===== src/rtl/bus_seq_pkg.sv =====
`default_nettype none
// +------------------------------------------------------------------+
// | bus_seq_pkg: shared types and defaults for master_cmd_sequencer  |
// | Rev 1.0                                                          |
// +------------------------------------------------------------------+
package bus_seq_pkg;

  localparam int DEF_FIFO_DEPTH = 4;
  localparam int DEF_GAP_CYCLES = 40;
  localparam int DEF_RD_TIMEOUT = 255;

  typedef enum logic [1:0] {
    ST_IDLE  = 2'd0,
    ST_WRITE = 2'd1,
    ST_READ  = 2'd2,
    ST_GAP   = 2'd3
  } seq_state_t;

  typedef struct packed {
    logic        mode;
    logic [15:0] addr;
    logic [7:0]  wdata;
  } seq_cmd_t;

endpackage
`default_nettype wire


===== src/rtl/seq_cmd_fifo.sv =====
`default_nettype none
// +------------------------------------------------------------------+
// | seq_cmd_fifo: power-of-two command queue, show-ahead read port   |
// | Rev 1.0                                                          |
// +------------------------------------------------------------------+
module seq_cmd_fifo
  import bus_seq_pkg::*;
#(
  parameter int DEPTH = DEF_FIFO_DEPTH
) (
  input  logic                   clk,
  input  logic                   rstn,
  input  logic                   push,
  input  seq_cmd_t               push_data,
  input  logic                   pop,
  output seq_cmd_t               pop_data,
  output logic [$clog2(DEPTH):0] count,
  output logic                   full,
  output logic                   empty
);

  localparam int AW = $clog2(DEPTH);

  seq_cmd_t        mem_q [DEPTH];
  logic [AW-1:0]   wr_ptr_q, wr_ptr_d;
  logic [AW-1:0]   rd_ptr_q, rd_ptr_d;
  logic [AW:0]     count_q, count_d;
  logic            do_push, do_pop;

  assign full     = (count_q == (AW+1)'(DEPTH));
  assign empty    = (count_q == '0);
  assign count    = count_q;
  assign pop_data = mem_q[rd_ptr_q];

  always_comb begin
    do_push  = push && !full;
    do_pop   = pop && !empty;
    wr_ptr_d = wr_ptr_q;
    rd_ptr_d = rd_ptr_q;
    count_d  = count_q;
    if (do_push) wr_ptr_d = wr_ptr_q + AW'(1);
    if (do_pop)  rd_ptr_d = rd_ptr_q + AW'(1);
    // Simultaneous push and pop leaves the occupancy unchanged.
    case ({do_push, do_pop})
      2'b10:   count_d = count_q + (AW+1)'(1);
      2'b01:   count_d = count_q - (AW+1)'(1);
      default: count_d = count_q;
    endcase
  end

  always_ff @(posedge clk) begin
    if (!rstn) begin
      wr_ptr_q <= '0;
      rd_ptr_q <= '0;
      count_q  <= '0;
    end else begin
      wr_ptr_q <= wr_ptr_d;
      rd_ptr_q <= rd_ptr_d;
      count_q  <= count_d;
    end
  end

  always_ff @(posedge clk) begin
    if (do_push) mem_q[wr_ptr_q] <= push_data;
  end

endmodule
`default_nettype wire


===== src/rtl/master_cmd_sequencer.sv =====
`default_nettype none
// +------------------------------------------------------------------+
// | master_cmd_sequencer: queues bus commands and paces master_port  |
// | Rev 1.0                                                          |
// +------------------------------------------------------------------+
module master_cmd_sequencer
  import bus_seq_pkg::*;
#(
  parameter int FIFO_DEPTH = DEF_FIFO_DEPTH,
  parameter int GAP_CYCLES = DEF_GAP_CYCLES,
  parameter int RD_TIMEOUT = DEF_RD_TIMEOUT
) (
  input  logic                        clk,
  input  logic                        rstn,
  input  logic                        cmd_valid,
  output logic                        cmd_ready,
  input  logic                        cmd_mode,
  input  logic [15:0]                 cmd_addr,
  input  logic [7:0]                  cmd_wdata,
  output logic                        rsp_valid,
  input  logic                        rsp_ready,
  output logic [7:0]                  rsp_rdata,
  output logic [15:0]                 rsp_addr,
  output logic                        rsp_err,
  output logic                        m_start,
  output logic                        m_mode,
  output logic [15:0]                 m_addr,
  output logic [7:0]                  m_wr_data,
  input  logic [7:0]                  m_rd_data,
  input  logic                        m_wr_en,
  output logic                        busy,
  output logic [$clog2(FIFO_DEPTH):0] fifo_count
);

  localparam int CNT_MAX = (GAP_CYCLES > RD_TIMEOUT) ? GAP_CYCLES : RD_TIMEOUT;
  localparam int CNT_W   = (CNT_MAX < 2) ? 1 : $clog2(CNT_MAX);
  localparam logic [CNT_W-1:0] GAP_LAST = (GAP_CYCLES > 0) ? CNT_W'(GAP_CYCLES - 1) : '0;
  localparam logic [CNT_W-1:0] RD_LAST  = (RD_TIMEOUT > 0) ? CNT_W'(RD_TIMEOUT - 1) : '0;

  seq_state_t       state_q, state_d;
  logic [CNT_W-1:0] cnt_q, cnt_d;
  logic             m_mode_q, m_mode_d;
  logic [15:0]      m_addr_q, m_addr_d;
  logic [7:0]       m_wr_data_q, m_wr_data_d;
  logic             rsp_valid_q, rsp_valid_d;
  logic [7:0]       rsp_rdata_q, rsp_rdata_d;
  logic [15:0]      rsp_addr_q, rsp_addr_d;
  logic             rsp_err_q, rsp_err_d;

  seq_cmd_t fifo_head;
  seq_cmd_t fifo_in;
  logic     fifo_pop;
  logic     fifo_full;
  logic     fifo_empty;

  assign fifo_in = '{mode: cmd_mode, addr: cmd_addr, wdata: cmd_wdata};

  seq_cmd_fifo #(
    .DEPTH (FIFO_DEPTH)
  ) u_fifo (
    .clk       (clk),
    .rstn      (rstn),
    .push      (cmd_valid && cmd_ready),
    .push_data (fifo_in),
    .pop       (fifo_pop),
    .pop_data  (fifo_head),
    .count     (fifo_count),
    .full      (fifo_full),
    .empty     (fifo_empty)
  );

  assign cmd_ready = !fifo_full;
  assign m_start   = (state_q == ST_WRITE) || (state_q == ST_READ);
  assign busy      = (state_q != ST_IDLE) || !fifo_empty;
  assign m_mode    = m_mode_q;
  assign m_addr    = m_addr_q;
  assign m_wr_data = m_wr_data_q;
  assign rsp_valid = rsp_valid_q;
  assign rsp_rdata = rsp_rdata_q;
  assign rsp_addr  = rsp_addr_q;
  assign rsp_err   = rsp_err_q;

  always_comb begin
    state_d     = state_q;
    cnt_d       = cnt_q;
    m_mode_d    = m_mode_q;
    m_addr_d    = m_addr_q;
    m_wr_data_d = m_wr_data_q;
    rsp_valid_d = rsp_valid_q;
    rsp_rdata_d = rsp_rdata_q;
    rsp_addr_d  = rsp_addr_q;
    rsp_err_d   = rsp_err_q;
    fifo_pop    = 1'b0;

    if (rsp_valid_q && rsp_ready) rsp_valid_d = 1'b0;

    case (state_q)
      ST_IDLE: begin
        // An unconsumed response blocks every launch, not just reads.
        if (!fifo_empty && !rsp_valid_q) begin
          fifo_pop    = 1'b1;
          m_mode_d    = fifo_head.mode;
          m_addr_d    = fifo_head.addr;
          m_wr_data_d = fifo_head.wdata;
          cnt_d       = '0;
          state_d     = fifo_head.mode ? ST_WRITE : ST_READ;
        end
      end
      ST_WRITE: begin
        cnt_d   = '0;
        state_d = ST_GAP;
      end
      ST_READ: begin
        if (m_wr_en) begin
          rsp_valid_d = 1'b1;
          rsp_rdata_d = m_rd_data;
          rsp_addr_d  = m_addr_q;
          rsp_err_d   = 1'b0;
          cnt_d       = '0;
          state_d     = ST_GAP;
        end else if (cnt_q == RD_LAST) begin
          rsp_valid_d = 1'b1;
          rsp_rdata_d = 8'h00;
          rsp_addr_d  = m_addr_q;
          rsp_err_d   = 1'b1;
          cnt_d       = '0;
          state_d     = ST_GAP;
        end else begin
          cnt_d = cnt_q + CNT_W'(1);
        end
      end
      ST_GAP: begin
        if (cnt_q == GAP_LAST) begin
          cnt_d   = '0;
          state_d = ST_IDLE;
        end else begin
          cnt_d = cnt_q + CNT_W'(1);
        end
      end
      default: state_d = ST_IDLE;
    endcase
  end

  always_ff @(posedge clk) begin
    if (!rstn) begin
      state_q     <= ST_IDLE;
      cnt_q       <= '0;
      m_mode_q    <= 1'b0;
      m_addr_q    <= '0;
      m_wr_data_q <= '0;
      rsp_valid_q <= 1'b0;
      rsp_rdata_q <= '0;
      rsp_addr_q  <= '0;
      rsp_err_q   <= 1'b0;
    end else begin
      state_q     <= state_d;
      cnt_q       <= cnt_d;
      m_mode_q    <= m_mode_d;
      m_addr_q    <= m_addr_d;
      m_wr_data_q <= m_wr_data_d;
      rsp_valid_q <= rsp_valid_d;
      rsp_rdata_q <= rsp_rdata_d;
      rsp_addr_q  <= rsp_addr_d;
      rsp_err_q   <= rsp_err_d;
    end
  end

endmodule
`default_nettype wire


===== config.mk =====
export PLATFORM = sky130hd
export DESIGN_NAME = master_cmd_sequencer
export DESIGN_NICKNAME = d
export VERILOG_FILES = /design/src/rtl/bus_seq_pkg.sv /design/src/rtl/seq_cmd_fifo.sv /design/src/rtl/master_cmd_sequencer.sv
export SDC_FILE = /design/constraint.sdc
export NUM_CORES = 1
export LEC_CHECK = 0
export ABC_CLOCK_PERIOD_IN_PS = 2600
export CAP_MARGIN = 10
export CORE_ASPECT_RATIO = 0.8
export CORE_MARGIN = 2
export CORE_UTILIZATION = 49
export DETAILED_ROUTE_END_ITERATION = 6
export GPL_TIMING_DRIVEN = 0
export PLACE_DENSITY = 0.77
export SYNTH_ARGS = -nofsm -noshare
export SYNTH_HDL_FRONTEND = slang
export SYNTH_SLANG_ARGS = --single-unit

===== constraint.sdc =====
create_clock -name clk -period 2.6 [get_ports clk]
set_input_delay 0.52 -clock clk [delete_from_list [all_inputs] [get_ports clk]]
set_output_delay 0.52 -clock clk [all_outputs]
set_load 0.005 [all_outputs]

==> impl_metrics.json, run 1 <==
{
  "status": "completed",
  "timing.slew.headroom": 0.369,
  "critPathMaxFanout": 11,
  "avgRoutedWirePerCell_um": 17.9,
  "core_mm2": 0.0130,
  "finalSetupViolations": 0,
  "cp.required_ns": 2.94,
  "synth_seq_area_share": 0.673,
  "endpoint_kind": "flop",
  "synthDistinctLibCells": 46,
  "via_count": 4218,
  "grt_pass1_vias": 4226,
  "clkPwrFrac": 0.273,
  "internal_power_uw": 6080,
  "rsz0062_at_grt": "no",
  "max_freq_mhz": 400,
  "die_y_um": 107,
  "fp.dieW_um": 133,
  "final.setup.worst_slack_ns": 0.102,
  "grt_overflow_total": 0,
  "clkSinkCount": 170,
  "final_max_slew_viol_count": 0,
  "drv_cap": 0,
  "nNetsFinal": 649,
  "mostFrequentLayoutCell": "edfxtp_1",
  "ant_nets": 0,
  "tns_ns": 0,
  "crit_type": "flop to flop",
  "cts.hold.buffers_added": 0,
  "ys_warn_count": 0,
  "via_per_inst": 5.35,
  "tritoncts": "yes",
  "most-common-layout-cells": "edfxtp_1, nand2_1, clkdlybuf4s50_1",
  "path_clk_slew_ns": 0.06,
  "worst_slew_pin_slew_ns": 0.947,
  "hold_viol_final": 0,
  "fin_util": 0.648,
  "first_pass_iters": 4,
  "leakagePower_uw": 0.00280,
  "io_pins": 95,
  "grt_max_degree": 20,
  "swShare": 0.300,
  "cts_buffers": 17,
  "netlist_area_mm2": 0.00654,
  "drive_above_1_share": 0.165,
  "power_density_mw_per_mm2": 1030,
  "grt.total_usage": 0.204,
  "period_minus_slack_ns": 2.50,
  "portBuffers": 94,
  "place_ws_ns": -0.219,
  "syn-instance-count": 479,
  "clk_latency_ns": 0.42,
  "antenna_cells": 0,
  "switchingPower_uw": 2600,
  "clock_tree.buffer_depth": 2,
  "critPathLaunchType": "flop",
  "place.gp.congestion": 0.830,
  "cts-root-buf": "clkbuf_16",
  "totalWireLength_mm": 14.1,
  "rows": 37,
  "drt_first_iter_violations": 314,
  "skew_ns": 0.0119,
  "syn_area_per_cell_um2": 13.7,
  "synth_fp_nets": 528,
  "crit_arrival_ns": 2.84,
  "initial_core_util": 0.505,
  "synth.ff_latch_count": 170,
  "combPwrFrac": 0.315,
  "grt_pass1_wl_mm": 22.1,
  "drc": 0,
  "antenna_found_initial": 0,
  "synthToLayoutAreaGrowth_pct": 28.4,
  "dp_hpwl_mm": 9.41,
  "dieArea_mm2": 0.0143,
  "period_share": 0.961,
  "ir_drop_v": 0.000584,
  "h-tree-depth": 4,
  "min_path_type": "flop to flop",
  "p_seq_frac": 0.411,
  "finalPower_uw": 8680
}
## synthesized netlist by cell type, drive strengths merged
cell type	count	area [um2]
clkbuf	8	30.0
a21oi	48	278
or3	1	6.26
o211ai	2	15.0
mux4	25	563
o21ai	10	57.6
clkinv	1	8.76
nor3	5	30.0
dfxtp	70	1400
nand3	11	55.1
xor2	3	26.3
nor2	21	83.8
nand4bb	1	27.5
nand2	97	367
or3b	1	8.76
a2111oi	1	8.76
a211oi	1	7.51
nor2b	1	6.26
o41ai	1	27.5
nand4	2	12.5
nor4	1	6.26
and2	3	18.8
o21a	3	22.5
a22oi	9	67.6
buf	17	119
inv	11	41.3
a311oi	1	8.76
xnor2	2	17.5
mux2i	1	10.0
edfxtp	100	3000
ha	10	125
a31oi	3	18.8
nand2b	2	12.5
and3	5	31.3
fa	1	20.0
## registers in the layout, indices dropped and copies added (netlist names), named ones only
| register | flops |
|---|---|
| u_fifo.wr_ptr_q | 2 |
| rsp_err | 1 |
| cnt_q | 8 |
| u_fifo.rd_ptr_q | 2 |
| state_q | 2 |
| rsp_rdata | 8 |
| m_mode | 1 |
| m_wr_data | 8 |
| rsp_valid | 1 |
| u_fifo.mem_q | 100 |
| u_fifo.count | 3 |
| rsp_addr | 16 |
| m_addr | 16 |
## per-stage QoR
stage | std cells | hold WS, ns | instance area [um2]
2_1_floorplan | 479 | 0.453 | 6540
3_3_place_gp | 748 | 0.446 | 7700
3_5_place_dp | 752 | 0.451 | 7790
4_1_cts | 783 | 0.459 | 8360
5_1_grt | 788 | 0.480 | 8400
6_report | 788 | 0.458 | 8400
## worst max-delay path, stage by stage, from the launching register on
cell and delay, ns:
dfxtp_1 0.34, inv_2 0.08, ha_4 0.16, or3b_1 0.37, buf_6 0.16, clkinv_8 0.07
ha_2 0.19, inv_1 0.06, fa_1 0.38, xor2_1 0.16, or3_1 0.31, a21oi_1 0.13
## logic make-up (layout without fill, tap and decap cells)
kind of cell / count (synthesis) / in the layout / share of synthesized area
XOR/XNOR: 5 / 5 / 0.00669
AND/OR/NAND/NOR: 151 / 151 / 0.102
AO/OA/AOI/OAI: 79 / 79 / 0.0782
flip-flops: 170 / 170 / 0.673
adder cells (fa/ha/maj): 11 / 11 / 0.0222
buffers and inverters: 37 / 171 / 0.0304
multiplexers: 26 / 26 / 0.0876
## worst paths after layout
kind                        startpoint                            to  slack (ns)  depth (start not counted)
max reg2reg    state_q[0]$_SDFFE_PN0P_  u_fifo.count[2]$_SDFFE_PN0P_        0.10                         11
max            state_q[0]$_SDFFE_PN0P_  u_fifo.count[2]$_SDFFE_PN0P_        0.10                         11
min          m_wr_data[7]$_SDFFE_PN0N_     m_wr_data[7]$_SDFFE_PN0N_        0.46                          2
min reg2reg  m_wr_data[7]$_SDFFE_PN0N_     m_wr_data[7]$_SDFFE_PN0N_        0.46                          2
## layout make-up
| type | instances | area [um2] |
|---|---|---|
| Sequential cell | 170 | 4410 |
| Timing Repair Buffer | 103 | 1060 |
| Inverter | 12 | 57.6 |
| Multi-Input combinational cell | 272 | 1950 |
| Buffer | 24 | 141 |
| Clock buffer | 27 | 528 |
| Tap cell | 175 | 219 |
| Fill cell | 914 | 4560 |
| Clock inverter | 5 | 32.5 |
## routing by layer
| layer | vias up | track usage | routed length, um |
|---|---|---|---|
| met2 | 143 | 0.340 | 6940 |
| met4 | 0 | 0.0616 | 173 |
| met1 | 2071 | 0.268 | 6280 |
| met5 | - | 0 | 0 |
| li1 | 1984 | - | - |
| met3 | 20 | 0.0523 | 747 |
## power groups by stage
stage          logic (uW)  registers (uW)  clock network, uW
2_1_floorplan        1560            3560                  0
3_3_place_gp         2490            3600                  0
3_5_place_dp         2620            3610                  0
4_1_cts              2660            3570               2410
5_1_grt              2990            3610               2520
6_report             2740            3570               2370
## what timing repair did
item                       in CTS  in global routing
resized for setup               4                  4
setup endpoints to repair       2                  1
pin swaps                       0                  1
setup buffers                   0                  5
No activity file was read; power rests on OpenSTA's default activity.
==> run 2: changes to the inputs <==
--- a/config.mk
+++ b/config.mk
@@ -15,4 +15,5 @@
 export PLACE_DENSITY = 0.77
 export SYNTH_ARGS = -nofsm -noshare
 export SYNTH_HDL_FRONTEND = slang
+export SYNTH_HIERARCHICAL = 1
 export SYNTH_SLANG_ARGS = --single-unit
==> impl_metrics.json, run 2 <==
{
  "status": "completed",
  "grt_max_degree": 20,
  "drt_first_iter_violations": 324,
  "antenna_found_initial": 0,
  "cp.required_ns": 2.95,
  "synth_seq_area_share": 0.667,
  "finalPower_uw": 8840,
  "yosysTopAreaCell": "edfxtp_1",
  "avgRoutedWirePerCell_um": 17.7,
  "synthDistinctLibCells": 49,
  "grt_overflow_total": 0,
  "tritoncts": "yes",
  "ir_drop_v": 0.000635,
  "synth_edf_count": 100,
  "grt_pass1_wl_mm": 21.6,
  "path_clk_slew_ns": 0.06,
  "async_flop_share": 0,
  "crit_type": "flop to flop",
  "power_density_mw_per_mm2": 1040,
  "drc": 0,
  "netlist_area_mm2": 0.00660,
  "stdcell_area_mm2": 0.00851,
  "post-cts-setup-buffer-count": 0,
  "dieArea_mm2": 0.0144,
  "nNetsFinal": 649,
  "min_path_type": "flop to flop",
  "cts.hold.buffers_added": 0,
  "finalSetupViolations": 0,
  "largest_register_ffs": 100,
  "grt.total_usage": 0.203,
  "cts_buffers": 17,
  "via_per_inst": 5.44,
  "fp.dieW_um": 134,
  "io_pins": 95,
  "initial_core_util": 0.508,
  "synth_area_leaders": "edfxtp_1, dfxtp_1, mux4_2",
  "synth-main-ff-cell": "edfxtp_1",
  "syn_area_per_cell_um2": 13.7,
  "ys_warn_count": 6,
  "synthToLayoutAreaGrowth_pct": 29.0,
  "clk_latency_ns": 0.43,
  "ys_top_cells_by_count": "edfxtp_1, nand2_1, dfxtp_1",
  "clkSinkCount": 170,
  "clock_tree.buffer_depth": 2,
  "rows": 37,
  "timing.slew.headroom": 0.555,
  "period_share": 0.940,
  "place_area_mm2": 0.00787,
  "synth.ff_latch_count": 170,
  "critPathLaunchType": "flop",
  "h-tree-depth": 4,
  "post-synth-top-count-cell": "edfxtp_1",
  "period_minus_slack_ns": 2.44,
  "via_count": 4283,
  "endpoint_kind": "flop",
  "largest_register": "u_fifo/mem_q",
  "most-common-layout-cells": "edfxtp_1, clkdlybuf4s50_1, nand2_1",
  "skew_ns": 0.0110,
  "worst_slew_pin_slew_ns": 0.667,
  "drv_cap": 0,
  "syn-instance-count": 483,
  "die_y_um": 108,
  "drive_above_1_share": 0.131,
  "cts-root-buf": "clkbuf_16",
  "ant_nets": 0,
  "critPathMaxFanout": 19,
  "max_freq_mhz": 409,
  "totalWireLength_mm": 13.9,
  "hold_viol_final": 0,
  "leakagePower_uw": 0.00281,
  "first_pass_iters": 5,
  "yosysTopAreaCellShare": 0.455,
  "portBuffers": 94,
  "fin_util": 0.655,
  "synth_fp_nets": 533,
  "grt_pass1_vias": 4235,
  "place.gp.congestion": 0.813,
  "crit_arrival_ns": 2.80,
  "dp_hpwl_mm": 9.37,
  "antenna_cells": 0,
  "mostFrequentLayoutCell": "edfxtp_1",
  "final_max_slew_viol_count": 0,
  "hold_ws_ns": 0.459,
  "core_mm2": 0.0130
}
==> run 2: cell count changes in the layout (fill, tap and decap cells not counted), moves of 9 or more <==
| cell | before | now |
|---|---|---|
| a21oi_1 | 38 | 50 |
| o21ai_0 | 5 | 24 |
| nor2_1 | 19 | 1 |
| a22oi_1 | 9 | 0 |
| a21oi_2 | 10 | 0 |
| nand2_1 | 96 | 71 |
==> run 2: area by class of cell <==
class                      count  area [um2]
fill                         933        4490
sequential                   170        4410
multi-input combinational    271        2020
timing repair buffer          98        1050
clock buffer                  20         447
tap                          175         219
buffer                        27         158
clock inverter                12         149
inverter                      14        65.1
==> run 2: worst max-delay path, cell delays in order (launching register included) <==
cell      delay, ns
dfxtp_1        0.33
inv_1          0.15
ha_4           0.19
nand2_4        0.13
clkinv_8       0.13
nor2b_2        0.20
ha_1           0.20
inv_1          0.06
fa_1           0.37
xor2_1         0.15
or3_1          0.30
a21boi_1       0.15
==> run 2: path summary, 6_finish.rpt <==
path                                                 from                           end  slack (ns)  cells after the start
worst max-delay path              state_q[0]$_SDFFE_PN0P_  u_fifo/count[2]$_SDFFE_PN0P_        0.16                     11
worst max register to register    state_q[0]$_SDFFE_PN0P_  u_fifo/count[2]$_SDFFE_PN0P_        0.16                     11
worst min-delay path            m_wr_data[6]$_SDFFE_PN0P_     m_wr_data[6]$_SDFFE_PN0P_        0.46                      2
worst min register to register  m_wr_data[6]$_SDFFE_PN0P_     m_wr_data[6]$_SDFFE_PN0P_        0.46                      2
==> run 2: routing by layer <==
metal	vias up	part of all wire	global-route usage
li1	2040	-	-
met1	2084	0.43	0.248
met2	146	0.49	0.344
met3	13	0.073	0.0636
met4	0	0.0098	0.0707
met5	-	0	0
==> run 2: repair_timing <==
| action | in CTS | in global routing |
|---|---|---|
| hold endpoints to repair | 0 | 0 |
| setup endpoints to repair | 3 | 2 |
| resized for setup | 8 | 6 |
==> run 2: cell families after synthesis <==
group,Yosys count,share of synthesized area
AO/OA/AOI/OAI,103,0.0917
XOR/XNOR,2,0.00265
adder cells (fa/ha/maj),12,0.0239
buffers and inverters,42,0.0324
flip-flops,170,0.667
multiplexers,29,0.0913
AND/OR/NAND/NOR,125,0.0910
==> run 2: report_power, final <==
part	total, uW	internal, uW	leakage [uW]	switching (uW)
Sequential	3640	3340	0.00149	293
Combinational	2680	1320	0.00103	1360
Clock	2520	1530	0.000287	991
Total	8840	6190	0.00281	2650
==> run 2: stage by stage <==
stage                     setup WS, ns  setup TNS, ns  cells
after global routing           -0.0181        -0.0181    787
after floorplan                 0.0582              0    483
after CTS                       0.0120              0    787
after detailed placement        -0.643          -1.60    756
final                            0.155              0    787
after global placement          -0.489         -26.70    752
==> run 3: changes to the inputs <==
--- a/config.mk
+++ b/config.mk
@@ -10,6 +10,7 @@
 export CORE_ASPECT_RATIO = 0.8
 export CORE_MARGIN = 2
 export CORE_UTILIZATION = 49
+export CTS_BUF_LIST = sky130_fd_sc_hd__clkbuf_8 sky130_fd_sc_hd__clkbuf_16
 export DETAILED_ROUTE_END_ITERATION = 6
 export GPL_TIMING_DRIVEN = 0
 export PLACE_DENSITY = 0.77
==> impl_metrics.json, run 3 (synthesis gave the netlist of run 2 again) <==
{
  "drt_first_iter_violations": 301,
  "path_buf_inv": 3,
  "path_clk_slew_ns": 0.06,
  "crit_arrival_ns": 2.81,
  "power_density_mw_per_mm2": 1040,
  "r2r_start": "state_q[0]$_SDFFE_PN0P_",
  "hp-start": "m_wr_data[6]$_SDFFE_PN0P_",
  "clock_tree.buffer_depth": 2,
  "synthToLayoutAreaGrowth_pct": 29.0,
  "endpoint_kind": "flop",
  "tns_ns": 0,
  "rows": 37,
  "hold_ws_ns": 0.458,
  "largest_register": "u_fifo/mem_q",
  "grt.total_usage": 0.203,
  "grt_overflow_total": 0,
  "h-tree-depth": 4,
  "via_per_inst": 5.45,
  "crit_type": "flop to flop",
  "critPathMostFrequentCell": "inv_1",
  "fp.dieW_um": 134,
  "min_path_type": "flop to flop",
  "critPathMaxFanout": 19,
  "avgRoutedWirePerCell_um": 17.7,
  "first_pass_iters": 5,
  "worst_slew_pin_slew_ns": 0.654,
  "worstHoldPathCells": 2,
  "dp_hpwl_mm": 9.37,
  "cp.required_ns": 2.96,
  "finalPower_uw": 8820,
  "antenna_cells": 0,
  "timing.slew.headroom": 0.564,
  "drive_above_1_share": 0.131,
  "drv_cap": 0,
  "cts-root-buf": "clkbuf_16",
  "post-cts-setup-buffer-count": 0,
  "via_count": 4290,
  "grt_max_degree": 20,
  "die_y_um": 108,
  "grt_pass1_wl_mm": 21.6,
  "core_mm2": 0.0130,
  "leakagePower_uw": 0.00282,
  "place.gp.congestion": 0.813,
  "r2r_slack_ns": 0.15,
  "final_max_slew_viol_count": 0,
  "period_share": 0.943,
  "status": "completed",
  "slowest_stage": "fa_1",
  "ir_drop_v": 0.000632,
  "max_freq_mhz": 408,
  "io_pins": 95,
  "nNetsFinal": 649,
  "crit_chain": "inv_1 -> ha_4 -> nand2_4 -> clkinv_8 -> nor2b_2 -> ha_1 -> inv_1 -> fa_1 -> xor2_1 -> or3_1 -> a21boi_1",
  "totalWireLength_mm": 13.9,
  "finalSetupViolations": 0,
  "mostFrequentLayoutCell": "edfxtp_1",
  "num-fill-cells": 933,
  "period_minus_slack_ns": 2.45,
  "antenna_found_initial": 0,
  "dieArea_mm2": 0.0144,
  "clkSinkCount": 170,
  "cpPeakStageDelay_ns": 0.37,
  "path_delay_family": "adder cells",
  "skew_ns": 0.0243,
  "critPathLaunchType": "flop",
  "largest_register_ffs": 100,
  "ant_nets": 0,
  "reg2reg_to": "u_fifo/count[2]$_SDFFE_PN0P_",
  "min_to": "m_wr_data[6]$_SDFFE_PN0P_",
  "crit_cells": 11,
  "clk_latency_ns": 0.43,
  "drc": 0,
  "most-common-layout-cells": "edfxtp_1, clkdlybuf4s50_1, nand2_1",
  "initial_core_util": 0.508,
  "rr_worst_depth": 11,
  "tritoncts": "yes",
  "grt_pass1_vias": 4234,
  "portBuffers": 94,
  "hold_viol_final": 0,
  "cts_buffers": 17
}
[run 3: cell count changes in the layout (fill, tap and decap cells not counted), sizes merged]
cell	previous run	this run
inv	12	14
clkbuf	36	34
[run 3: final cells by class]
cell class | count | area, um2 | share of cell area
clock inverter | 14 | 156 | 0.0184
tap | 175 | 219 | 0.0257
clock buffer | 18 | 439 | 0.0516
multi-input combinational | 271 | 2020 | 0.237
inverter | 14 | 65.1 | 0.00764
timing repair buffer | 98 | 1050 | 0.123
buffer | 27 | 158 | 0.0185
sequential | 170 | 4410 | 0.518
[run 3: repair_timing]
item                                   4_1_cts  5_1_grt
setup endpoints to repair                    3        2
hold buffers                                 0        0
resized for setup                            8        6
endpoints found under the hold margin        0        0
[run 3: through the flow]
stage / setup slack (ns) / util / cells / area (um2)
final: 0.148 / 0.655 / 787 / 8510
after floorplan: 0.0582 / - / 483 / 6600
after global placement: -0.489 / 0.597 / 752 / 7760
after detailed placement: -0.643 / 0.605 / 756 / 7870
after global routing: -0.0181 / 0.655 / 787 / 8510
after CTS: 0.0120 / 0.653 / 787 / 8490
[run 3: worst reg2reg max path: stages, from the launching register on]
cell and delay [ns]:
dfxtp_1 0.33, inv_1 0.15, ha_4 0.19, nand2_4 0.13
clkinv_8 0.14, nor2b_2 0.20, ha_1 0.20, inv_1 0.06
fa_1 0.37, xor2_1 0.15, or3_1 0.30, a21boi_1 0.15
[run 3: layer usage]
metal | global-route usage | share of wire | vias up | routed length (um)
li1 | - | - | 2040 | -
met1 | 0.248 | 0.43 | 2094 | 6000
met4 | 0.0707 | 0.0093 | 0 | 129
met2 | 0.344 | 0.50 | 144 | 6890
met3 | 0.0636 | 0.064 | 12 | 889
met5 | 0 | 0 | - | 0
[run 3: power breakdown]
part,internal (uW),switching [uW]
logic,1320,1360
registers,3350,291
clock network,1520,982
total,6190,2640
[run 3: how the worst max path moves through the flow]
stage,from,endpoint
6_report,state_q[0]$_SDFFE_PN0P_,u_fifo/count[2]$_SDFFE_PN0P_
4_1_cts,u_fifo/count[2]$_SDFFE_PN0P_,u_fifo/count[2]$_SDFFE_PN0P_
5_1_grt,state_q[0]$_SDFFE_PN0P_,u_fifo/count[2]$_SDFFE_PN0P_
3_3_place_gp,u_fifo/count[0]$_SDFFE_PN0P_,u_fifo/count[2]$_SDFFE_PN0P_
3_5_place_dp,u_fifo/count[1]$_SDFFE_PN0P_,u_fifo/count[2]$_SDFFE_PN0P_
2_1_floorplan,u_fifo/count[0]$_SDFFE_PN0P_,u_fifo/count[2]$_SDFFE_PN0P_
